## src/rtl/id_issue_stage.sv

```systemverilog
// Decode/issue stage: one holding register, 32-entry write scoreboard, registered issue bundle.
// Optional macro ID_WB_BYPASS_EN lets a same-cycle writeback clear a scoreboard hazard.
module id_issue_stage (
  input  logic        clk,
  input  logic        reset,
  input  logic        if_valid,
  input  logic [15:0] if_instr,
  output logic        if_ready,
  input  logic        flush,
  input  logic        wb_en,
  input  logic [4:0]  wb_addr,
  output logic [4:0]  rR1_addr,
  output logic [4:0]  rR2_addr,
  output logic        rR1_en,
  output logic        rR2_en,
  output logic        ex_valid,
  input  logic        ex_ready,
  output logic [5:0]  ex_opcode,
  output logic [4:0]  ex_rd,
  output logic        ex_wen
);

  typedef struct packed {
    logic [5:0] opcode;
    logic [4:0] rd;
    logic       wen;
  } issue_t;

  logic        held_valid_q, held_valid_d;
  logic [15:0] held_instr_q, held_instr_d;
  logic        ex_valid_q, ex_valid_d;
  issue_t      ex_q, ex_d;
  logic [31:0] sb_q, sb_d;

  logic [5:0]  opcode;
  logic [4:0]  rs1, rs2, rd;
  logic        use_rs1, use_rs2, wen;
  logic [31:0] wb_clr, sb_set, sb_eff;
  logic        hazard, issue, accept;

  assign opcode = held_instr_q[15:10];
  assign rs1    = held_instr_q[9:5];
  assign rd     = held_instr_q[9:5];
  assign rs2    = held_instr_q[4:0];

  always_comb begin
    use_rs1 = 1'b1;
    use_rs2 = 1'b1;
    wen     = 1'b0;
    case (opcode[5:4])
      2'b00:   wen = 1'b1;
      2'b01: begin
        use_rs1 = 1'b0;
        wen     = 1'b1;
      end
      2'b10:   wen = 1'b0;
      default: begin
        if (opcode == 6'h3F) begin
          use_rs1 = 1'b0;
          use_rs2 = 1'b0;
        end
      end
    endcase
  end

  assign wb_clr = wb_en ? (32'd1 << wb_addr) : 32'd0;

`ifdef ID_WB_BYPASS_EN
  assign sb_eff = sb_q & ~wb_clr;
`else
  assign sb_eff = sb_q;
`endif

  // RAW on either source, WAW on the destination
  assign hazard = (use_rs1 & sb_eff[rs1]) | (use_rs2 & sb_eff[rs2]) | (wen & sb_eff[rd]);
  assign issue  = held_valid_q & ~hazard & (~ex_valid_q | ex_ready) & ~flush;
  assign if_ready = reset & (~held_valid_q | issue);
  assign accept = if_valid & if_ready & ~flush;

  assign rR1_addr = rs1;
  assign rR2_addr = rs2;
  assign rR1_en   = issue & use_rs1;
  assign rR2_en   = issue & use_rs2;

  assign ex_valid  = ex_valid_q;
  assign ex_opcode = ex_q.opcode;
  assign ex_rd     = ex_q.rd;
  assign ex_wen    = ex_q.wen;

  always_comb begin
    held_valid_d = held_valid_q;
    held_instr_d = held_instr_q;
    if (issue) held_valid_d = 1'b0;
    if (accept) begin
      held_valid_d = 1'b1;
      held_instr_d = if_instr;
    end
    if (flush) held_valid_d = 1'b0;
  end

  always_comb begin
    ex_valid_d = ex_valid_q;
    ex_d       = ex_q;
    if (ex_ready) ex_valid_d = 1'b0;
    if (issue) begin
      ex_valid_d = 1'b1;
      ex_d       = '{opcode: opcode, rd: rd, wen: wen};
    end
    if (flush) ex_valid_d = 1'b0;
  end

  // set wins over a same-cycle clear; r0 is never tracked
  always_comb begin
    sb_set = (issue && wen && (rd != 5'd0)) ? (32'd1 << rd) : 32'd0;
    sb_d   = (sb_q & ~wb_clr) | sb_set;
    sb_d[0] = 1'b0;
  end

  always_ff @(posedge clk or negedge reset) begin
    if (!reset) begin
      held_valid_q <= 1'b0;
      held_instr_q <= '0;
      ex_valid_q   <= 1'b0;
      ex_q         <= '0;
      sb_q         <= '0;
    end else begin
      held_valid_q <= held_valid_d;
      held_instr_q <= held_instr_d;
      ex_valid_q   <= ex_valid_d;
      ex_q         <= ex_d;
      sb_q         <= sb_d;
    end
  end

endmodule
```

## config.mk

```make
export PLATFORM = sky130hd
export DESIGN_NAME = id_issue_stage
export DESIGN_NICKNAME = d
export VERILOG_FILES = /design/src/rtl/id_issue_stage.sv
export SDC_FILE = /design/constraint.sdc
export NUM_CORES = 1
export LEC_CHECK = 0
export CORE_MARGIN = 2
export CORE_UTILIZATION = 45
export DETAILED_ROUTE_END_ITERATION = 10
export DONT_BUFFER_PORTS = 1
export REMOVE_ABC_BUFFERS = 1
export SYNTH_ARGS = -nofsm -noshare
export SYNTH_HDL_FRONTEND = slang
export SYNTH_SLANG_ARGS = --single-unit
```

## constraint.sdc

```tcl
create_clock -name clk -period 2.9 [get_ports clk]
set_clock_uncertainty 0.15 [all_clocks]
set_input_delay 0.58 -clock clk [delete_from_list [all_inputs] [get_ports clk]]
set_output_delay 0.58 -clock clk [all_outputs]
set_load 0.1 [all_outputs]
```

==> results_dict.tcl <==
set metrics [dict create \
    worst_pin_slew_ns 0.9292 \
    fp.dieH_um 88.88 \
    p_clk_share_pct 15.1 \
    drc 0 \
    multiInputGateArea_sq_um 1694 \
    drt_first_pass_iters 8 \
    synthArstFlopShare_pct 100.0 \
    final_common_cell "dfrtp_1" \
    drtIter0Drc 276 \
    hold_class "input pin to flop" \
    required_ns 2.17 \
    busiest_layer "met2" \
    vias_per_cell 6.012 \
    dp_hpwl_um 5805 \
    rows 30 \
    syn_to_final_growth_pct 29.76 \
    p_total_w 0.005185 \
    max_stage_delay_ns 0.49 \
    p_seq_share_pct 38.1 \
    wl_per_cell_um 20.34 \
    max-cap-violations 0 \
    power.density_nw_per_um2 1233 \
    critPathTopFamily "multiplexers" \
    synth-main-ff-cell "dfrtp_1" \
    grt_use_met3_pct 6.437 \
    final_util_pct 61.24 \
    combPwrFrac_pct 46.8 \
    cp-start-kind "flop" \
    crit_start "held_instr_q[0]" \
    violations "negative setup slack" \
    core-area_sq_um 6869 \
    gp_congestion 0.8714 \
    clock-root-buffer "clkbuf_8" \
    final.setup.worst_slack_ns -0.4682 \
    pin_count 53 \
    period_needed_ns 3.368 \
    netSwitchingFraction_pct 50.58 \
    finalHoldViolations 0 \
    cp_num_cells 10 \
    syn_area_per_cell_sq_um 11.92 \
    fin_tns_setup_ns -3.151 \
    timing.rr.end "ex_rd[3]" \
    synth-seq-cells 61 \
    fin_crit_sh_pct 116.1 \
    htree_num_levels 3 \
    yosysSeqAreaShare_pct 47.09 \
    end_kind "primary output" \
    grt_max_degree 62 \
    use_met1_pct 30.84 \
    clk_latency_ns 0.35 \
    rsz0062_at_grt "yes" \
    grt_usage_pct 22.88 \
    regArea_sq_um 1529 \
    wirelength_um 8602 \
    grt_pass1_wl_um 13250 \
    path_clk_slew_ns 0.08 \
    drive_gt1_share_pct 42.51 \
    netlist_area_sq_um 3242 \
    reg2reg_depth 11 \
    cts_num_sinks 61 \
    setup_viol 32 \
    io_buffer_count 0 \
    path_max_fanout 6 \
    cp.arrival_ns 2.64 \
    start_util_pct 47.19 \
    final_cell_mix "59 x dfrtp_1, 56 x o21ai_0, 43 x buf_4, 17 x mux2_2, 15 x nand2_1" \
    numCtsBuffers 9 \
    antenna_cells 0 \
    final_nets 349 \
    cts_max_path_buffers 2 \
    p_int_w 0.002563 \
    rr_startpoint "held_instr_q[5]" \
    fmax_ghz 0.2969 \
    drv_slew 0 \
    max_slew_margin_pct 38.05 \
    fillers 556 \
    grt_use_met2_pct 34.80 \
    postRouteAntennaNets 0 \
    grt_pass1_vias 2517 \
    tritoncts "yes" \
    die_w_um 88.88 \
    critical_path_buf_inv_count 4 \
    p_switching_w 0.002623 \
    synth_edf_count 0 \
    antenna_found_initial 0 \
    irDropWorstVdd_mv 0.8619 \
    power.leakage_nw 1.836 \
    syn_inst 272 \
    synth_warnings 0 \
    path_class "flop to primary output" \
    path_cells "buf_12 > buf_6 > mux4_2 > mux2i_2 > o32ai_2 > a211oi_4 > nand2_2 > buf_6 > nor2_4 > buf_12" \
    grt_overflow 0 \
    worstSetupEndpoint "rR2_en" \
    synth_cell_types 42 \
    vias 2543 \
    status "finished with violations" \
    crit_slowest_cell "mux4_2" \
    ff2ff_setup_slack_ns -0.18 \
    dieArea_sq_um 7899 \
]
layout make-up:
cell class	instances	share of cell area, %
clock buffer	9	2.945
clock inverter	7	1.933
inverter	3	0.2677
multi-input combinational	186	40.27
sequential	61	36.35
tap	96	2.855
timing repair buffer	61	15.38
per-stage QoR:
stage	cell area, sq um	setup WS, ns	std cells	hold WS [ns]
after floorplan	3100	-2.968	250	0.1344
after global placement	3637	-0.1582	384	0.1366
after detailed placement	3637	-0.2177	384	0.1364
after CTS	3990	-0.4956	408	0.1251
after global routing	4207	-0.5688	423	0.1202
final	4207	-0.4682	423	0.1408
metal layers:
layer  share of wire, %  vias to the layer above  wire length (um)
met1                 43                     1255              3692
met3                6.9                       28               590
met5                  0                        -                 0
met4                3.1                        0               266
li1                   -                     1130                 -
met2                 47                      130              4052
Yosys cell counts, types with 6 or more instances:
master	number	share of area, %
mux2_4	10	4.6
mux2i_1	6	1.9
clkbuf_1	6	0.69
nor2_1	7	0.81
nand3_1	8	1.2
nor2b_1	8	1.5
o21ai_0	57	8.8
dfrtp_1	61	47
o41ai_1	7	1.9
nand2_1	16	1.9
mux2_2	17	5.9
buf_4	11	2.5
mux4_2	11	7.6
power by group through the flow:
stage	clock (W)	sequential, W	combinational [W]
2_1_floorplan	0	0.00253	0.000817
3_3_place_gp	0	0.00198	0.00203
3_5_place_dp	0	0.00199	0.00205
4_1_cts	0.000796	0.00197	0.00222
5_1_grt	0.000834	0.00202	0.00255
6_report	0.000782	0.00198	0.00242
registers in the layout (all words and copies together), names as in the netlist:
| register | flops |
|---|---|
| ex_valid | 1 |
| ex_opcode | 6 |
| sb_eff | 31 |
| ex_rd | 5 |
| held_instr_q | 16 |
| ex_wen | 1 |
| held_valid_q | 1 |
kinds of logic (layout without fill, tap and decap cells):
group / Yosys count / after routing / share of synthesized area, %
compound gates: 81 / 81 / 16.06
flops: 61 / 61 / 47.09
simple gates: 58 / 58 / 9.688
mux: 47 / 47 / 22.46
buf+inv: 25 / 80 / 4.708
how the worst min path moves through the flow:
stage,endpoint,startpoint,depth (start not counted)
final,ex_valid,flush,1
after global routing,ex_valid,flush,1
after CTS,held_valid_q,flush,1
after detailed placement,sb_eff[31],reset,0
after global placement,sb_eff[19],reset,0
after floorplan,ex_opcode[0],reset,0
worst register-to-register path, stage by stage, from the launching register on:
cell       delay [ns]
dfrtp_2          0.43
buf_4            0.17
mux4_1           0.33
and3b_1          0.18
nor4_2           0.41
a211oi_4         0.13
buf_4            0.16
buf_6            0.13
o21ai_4          0.23
clkbuf_16        0.20
buf_4            0.10
mux2_2           0.34
repair_timing:
item / CTS / global route
endpoints found under the setup margin: 34 / 26
gates cloned: 0 / 1
pin swaps: 6 / 8
setup buffers: 6 / 15
hold buffers: 2 / 0
gates resized for setup: 13 / 13
hold endpoints to repair: 61 / 0
Note: power is estimated with default switching activity, not from simulation.
